==> src/rtl/instr_fetch.sv <==
// RV32I instruction-fetch initiator: one word request per cycle, data returns one cycle later.
// Optional static prediction (JAL / backward branch) is compiled in with `define PREDICT_EN.
module instr_fetch #(
  parameter logic [31:0] RESET_PC = 32'h0000_0000
) (
  input  logic        clk,
  input  logic        rst,
  input  logic        l_pause,
  input  logic        redirect_valid,
  input  logic [31:0] redirect_pc,
  output logic [31:0] mem_addr,
  output logic        mem_renable,
  input  logic [31:0] mem_rdata,
  output logic [31:0] mem_addrpred,
  output logic        mem_renablepred,
  input  logic [31:0] mem_rdata_pred,
  output logic        instr_valid,
  output logic [31:0] instr,
  output logic [31:0] instr_pc,
  output logic        instr_pred_taken
);

  logic [31:0] pc_q, pc_d;
  logic [31:0] redir_pc_q, redir_pc_d;
  logic        inflight_q, inflight_d;
  logic        redir_pend_q, redir_pend_d;

  logic [31:0] redirect_pc_al;
  logic [31:0] nxt;
  logic        pred_taken;
  logic [31:0] pred_target;

  assign redirect_pc_al = {redirect_pc[31:2], 2'b00};

`ifdef PREDICT_EN
  logic [31:0] j_imm, b_imm;
  logic        unused_ok;

  // Predecode the word returning on the prediction port; only meaningful while a fetch is in flight.
  always_comb begin
    j_imm       = {{12{mem_rdata_pred[31]}}, mem_rdata_pred[19:12], mem_rdata_pred[20],
                   mem_rdata_pred[30:21], 1'b0};
    b_imm       = {{20{mem_rdata_pred[31]}}, mem_rdata_pred[7], mem_rdata_pred[30:25],
                   mem_rdata_pred[11:8], 1'b0};
    pred_taken  = 1'b0;
    pred_target = 32'h0;
    if (inflight_q) begin
      if (mem_rdata_pred[6:0] == 7'h6F) begin
        pred_taken  = 1'b1;
        pred_target = pc_q + j_imm;
      end else if (mem_rdata_pred[6:0] == 7'h63 && mem_rdata_pred[31]) begin
        pred_taken  = 1'b1;
        pred_target = pc_q + b_imm;
      end
    end
    pred_target[1:0] = 2'b00;
  end

  assign mem_renablepred = !l_pause && !rst;
  assign unused_ok       = ^redirect_pc[1:0];
`else
  logic unused_ok;

  assign pred_taken      = 1'b0;
  assign pred_target     = 32'h0;
  assign mem_renablepred = 1'b0;
  assign unused_ok       = ^{redirect_pc[1:0], mem_rdata_pred, pred_target};
`endif

  always_comb begin
    if (redirect_valid)       nxt = redirect_pc_al;
    else if (redir_pend_q)    nxt = redir_pc_q;
    else if (!inflight_q)     nxt = RESET_PC;
    else if (pred_taken)      nxt = pred_target;
    else                      nxt = pc_q + 32'd4;

    pc_d         = pc_q;
    inflight_d   = inflight_q;
    redir_pend_d = redir_pend_q;
    redir_pc_d   = redir_pc_q;
    if (!l_pause) begin
      pc_d         = nxt;
      inflight_d   = 1'b1;
      redir_pend_d = 1'b0;
    end else if (redirect_valid) begin
      // Memory is frozen during a pause, so the redirect is parked until the stall lifts.
      redir_pend_d = 1'b1;
      redir_pc_d   = redirect_pc_al;
    end
  end

  always_ff @(posedge clk) begin
    if (rst) begin
      pc_q         <= RESET_PC;
      inflight_q   <= 1'b0;
      redir_pend_q <= 1'b0;
      redir_pc_q   <= 32'h0;
    end else begin
      pc_q         <= pc_d;
      inflight_q   <= inflight_d;
      redir_pend_q <= redir_pend_d;
      redir_pc_q   <= redir_pc_d;
    end
  end

  always_comb begin
    if (rst)           mem_addr = RESET_PC;
    else if (l_pause)  mem_addr = pc_q;
    else               mem_addr = nxt;
    mem_renable      = !rst && !l_pause;
    mem_addrpred     = mem_addr;
    instr_valid      = !rst && inflight_q && !redirect_valid && !redir_pend_q;
    instr            = mem_rdata;
    instr_pc         = pc_q;
    instr_pred_taken = pred_taken && instr_valid;
  end

endmodule

==> config.mk <==
export PLATFORM = sky130hd
export DESIGN_NAME = instr_fetch
export DESIGN_NICKNAME = d
export VERILOG_FILES = /design/src/rtl/instr_fetch.sv
export SDC_FILE = /design/constraint.sdc
export NUM_CORES = 1
export LEC_CHECK = 0
export BUFFER_PORTS_ARGS = -buffer_cell sky130_fd_sc_hd__buf_2
export CORE_MARGIN = 1.5
export CORE_UTILIZATION = 23
export DETAILED_ROUTE_END_ITERATION = 8
export REMOVE_ABC_BUFFERS = 1
export SYNTH_ARGS = -nofsm -noshare
export SYNTH_HDL_FRONTEND = slang
export SYNTH_SLANG_ARGS = --single-unit
export TNS_END_PERCENT = 1
==> constraint.sdc <==
create_clock -name clk -period 5 [get_ports clk]
set_clock_uncertainty 0.05 [all_clocks]
set_input_delay 0 -clock clk [delete_from_list [all_inputs] [get_ports clk]]
set_output_delay 0 -clock clk [all_outputs]
set_load 0.05 [all_outputs]
; Word-level counts from Yosys, hierarchy flattened
; Cells that the tools add are included.
; Widths: inputs -> output; s select.
[classes]
add_sub_neg = 1
n_bitwise = 1
n_reduce_logical = 10
muxes = 5
[op_table]
columns = cell, n
row1 = $mux 32, 5
row2 = $add 32x3->32 const B, 1
row3 = $logic_and 1x1->1, 4
row4 = $logic_not 1->1, 4
row5 = $reduce_and 2->1, 1
row6 = $reduce_or 2->1, 1
row7 = $not 1->1, 1
[word_totals]
in_bits = 100
regBits = 64
word_cells = 21

; Logic depth before layout (Yosys ltp)
[logic_depth]
ltp_word = 6
ltp_mapped = 9
depth_no_buf = 6

; Worst setup path before layout
; OpenSTA, ideal clock, no wires.
[synth_path]
path_type = register -> output
start = reg pc_q[2] (netlist: instr_pc[2])
end = out mem_addrpred[26]
path_slack_ns = 0.881
t_arrival_ns = 4.069
stages_incl_launch_ff = 8
n_path_buf = 2
required_time_ns = 4.950
cell_sequence = dfxtp_1 -> ha_1 -> nand4_1 -> nor3_1 -> buf_2 -> nand3_1 -> o311ai_0 -> buf_4
[synth_via]
elab_chain_len = 6
[synth_rtl]
columns = element, line_no
row1 = from (decl), 23  ; logic [31:0] pc_q, pc_d;
row2 = from (signal assigned), 99  ; pc_q <= pc_d;
row3 = $add 32x3->32, 75  ; else nxt = pc_q + 32'd4;
row4 = $mux 32, 73  ; else if (!inflight_q) nxt = RESET_PC;
row5 = $mux 32, 72  ; else if (redir_pend_q) nxt = redir_pc_q;
row6 = $mux 32, 71  ; if (redirect_valid) nxt = redirect_pc_al;
row7 = $mux 32 (2 in series), --
row8 = to (decl), 14  ; output logic [31:0] mem_addrpred,
; Every way passes these cells.

; Worst setup path in the final report
[layout_path]
start = reg pc_q[2] (netlist: instr_pc[2])
end = out mem_addrpred[16]
; Same word-level chain as after synthesis.

==> flow_metrics.tcl <==
set metrics [dict create \
    layout_common_cells "buf_2 (131), nand2_1 (83), dfxtp_1 (64), dlygate4sd3_1 (62), a21oi_1 (52)" \
    gp_congestion 0.7456 \
    setup_tns_ns 0 \
    die_x_um 134.1 \
    powerDensity_nw_per_um2 323.1 \
    vias 4154 \
    htreeDepth 3 \
    cp.required_ns 4.95 \
    firstDrtPassIters 4 \
    fillCellCount 1837 \
    end_kind "primary output" \
    critPathTopFamily "simple AND/OR/NAND/NOR gates" \
    grt_overflow 0 \
    finalCritPeriodShare_pct 59.55 \
    wl_per_cell_um 17.65 \
    clock_latency_ns 0.34 \
    cts.sinks 64 \
    min_period_ns 2.978 \
    hold_start "l_pause" \
    syn_avg_cell_area_um2 7.702 \
    grt_max_degree 52 \
    hold_depth 2 \
    grt_usage_pct 16.58 \
    path_max_fanout 7 \
    antenna_found_initial 0 \
    antennaDiodeCount 0 \
    critPathArrivalTime_ns 2.93 \
    drc 0 \
    maxSlewHeadroom_pct 38.97 \
    synth.area.top_cells "dfxtp_1 (32%), buf_4 (13%), nand2_1 (7.9%)" \
    ys.flop_type "dfxtp_1" \
    cts-resized-gates 0 \
    layout_commonest_cell "buf_2" \
    core-area_um2 16700 \
    synth_area_um2 3951 \
    ys_types 63 \
    final_nets 733 \
    rr_endpoint "instr_pc[16]" \
    synth_enable_flop_cells 0 \
    hold_viol_final 0 \
    dp_hpwl_um 10310 \
    power.total_mw 1.691 \
    async_flop_share_pct 0 \
    rsz0062_at_grt "false" \
    grt_pass1_vias 3893 \
    multi_input_area_um2 2018 \
    synth-seq-area-share_pct 32.43 \
    slew_violations 0 \
    holdCritPathClass "in -> reg" \
    clkSlewWorstSetupHoldPaths_ns 0.06 \
    netlist.top_cell.by_area "dfxtp_1" \
    cts_buffers 9 \
    ctsRootBufferMaster "clkbuf_16" \
    drive_gt1_share_pct 27.67 \
    synth-seq-cells 64 \
    status "completed" \
    vias_per_cell 4.853 \
    ir_drop_mv 0.1942 \
    drv_cap 0 \
    area_growth_pct 32.46 \
    grt_pass1_wl_um 22780 \
    crit_type "reg -> out" \
    netlist.area_leader.share_pct 32.43 \
    drt_iter0_drc 291 \
    worst_pin_slew_ns 0.9133 \
    cpPeakStageDelay_ns 0.50 \
    die_h_um 134.1 \
    r2r_start "instr_pc[2]" \
    ys_warn_count 0 \
    num_rows 47 \
    r2r.worst_path.cells 6 \
    ff_latch_area_um2 1281 \
    crit_path_start_kind "register" \
    crit_buf_inv 1 \
    p_leak_nw 2.214 \
    max_freq_ghz 0.3358 \
    r2r_slack_ns 2.56 \
    tritoncts "yes" \
    dieArea_um2 17970 \
    cts_setup_buffers 0 \
    ios 232 \
    initial_core_util_pct 23.66 \
    min_to "inflight_q" \
    path_cells "ha_1, nand4_1, nor2_1, nand3_1, o31a_1, a211oi_1, buf_2" \
    routed_wl_um 15110 \
    setup_viol 0 \
    synthCells 513 \
    ant_nets 0 \
    io_buffers 131 \
    cts.path.max_buffers 2 \
    slowest_stage "nor2_1" \
]
==> metal layers <==
layer / up-vias / GRT usage (%) / wire length (um)
met1: 1956 / 23.93 / 7371
met4: 0 / 4.540 / 204
li1: 2012 / - / -
met2: 169 / 24.28 / 6540
met5: - / 0 / 0
met3: 17 / 4.233 / 994
==> area by class of cell <==
type	count	area share (%)
timing repair buffer	204	25.96
inverter	7	0.5020
clock buffer	12	4.901
tap	220	5.259
clock inverter	3	0.3347
multi-input combinational	346	38.56
sequential	64	24.48
==> stage by stage <==
stage                     std cells  hold slack (ns)  utilization [%]  cell area, um^2  worst slack [ns]
after floorplan                 417         -0.05000                -             3312            -1.020
after global placement          779         -0.04954            25.98             4339             2.461
after detailed placement        779         -0.04954            25.98             4339             2.422
after CTS                       856           0.1775            31.34             5234             2.038
after global routing            856           0.2173            31.34             5234             1.870
final                           856           0.1783            31.34             5234             2.022
==> synthesized netlist by cell type, types with 3 or more instances <==
library cell	instances
nor4_1	3
nor2b_1	5
buf_4	66
mux2i_1	4
a2bb2oi_1	3
a221o_1	4
nand4_1	6
and3_1	4
a31o_2	4
a221oi_1	5
o211ai_1	6
nor2_1	29
o21a_1	3
xnor2_1	3
clkbuf_1	24
dfxtp_1	64
nand2_1	83
o21ai_0	29
inv_1	4
a21oi_1	52
o31ai_1	5
a22oi_1	10
o22ai_1	6
a211oi_1	3
nand3_1	14
nor3_1	6
clkinv_1	3
nand2b_1	7
xor2_1	4
buf_2	3
a31oi_1	8
==> worst max-delay path by stage <==
stage | start | end | slack [ns] | depth (start not counted)
after floorplan | instr_pc[2] | instr_pc[26] | -1.02 | 5
after global placement | instr_pc[2] | mem_addrpred[16] | 2.46 | 7
after detailed placement | instr_pc[2] | mem_addrpred[16] | 2.42 | 7
after CTS | instr_pc[2] | mem_addrpred[16] | 2.04 | 7
after global routing | instr_pc[2] | mem_addrpred[16] | 1.87 | 7
final | instr_pc[2] | mem_addrpred[16] | 2.02 | 7
==> state kept, by name, summed over array words and instances, names as in the netlist <==
| register | cells |
|---|---|
| redir_pend_q | 1 |
| redir_pc_q | 30 |
| inflight_q | 1 |
| instr_pc | 32 |
==> report_power, final <==
group          switching [mW]  internal, mW
Clock                   0.234         0.358
Combinational           0.390         0.130
Sequential             0.0364         0.541
==> timing repair <==
action | 4_1_cts | 5_1_grt
hold endpoints to repair | 63 | 0
hold buffers | 62 | 0
endpoints found under the setup margin | 0 | 0
==> cell families (layout without fill, tap and decap cells) <==
kind of cell,after synthesis,in the layout,share of synthesized area (%)
compound gates,158,158,26.12
other cells,1,2,0.09491
buf+inv,104,226,16.94
xor+xnor,7,7,1.552
mux,4,4,1.013
fa+ha+maj,1,1,0.3166
flops,64,64,32.43
simple gates,174,174,21.53
(Power assumes the default switching activity.)
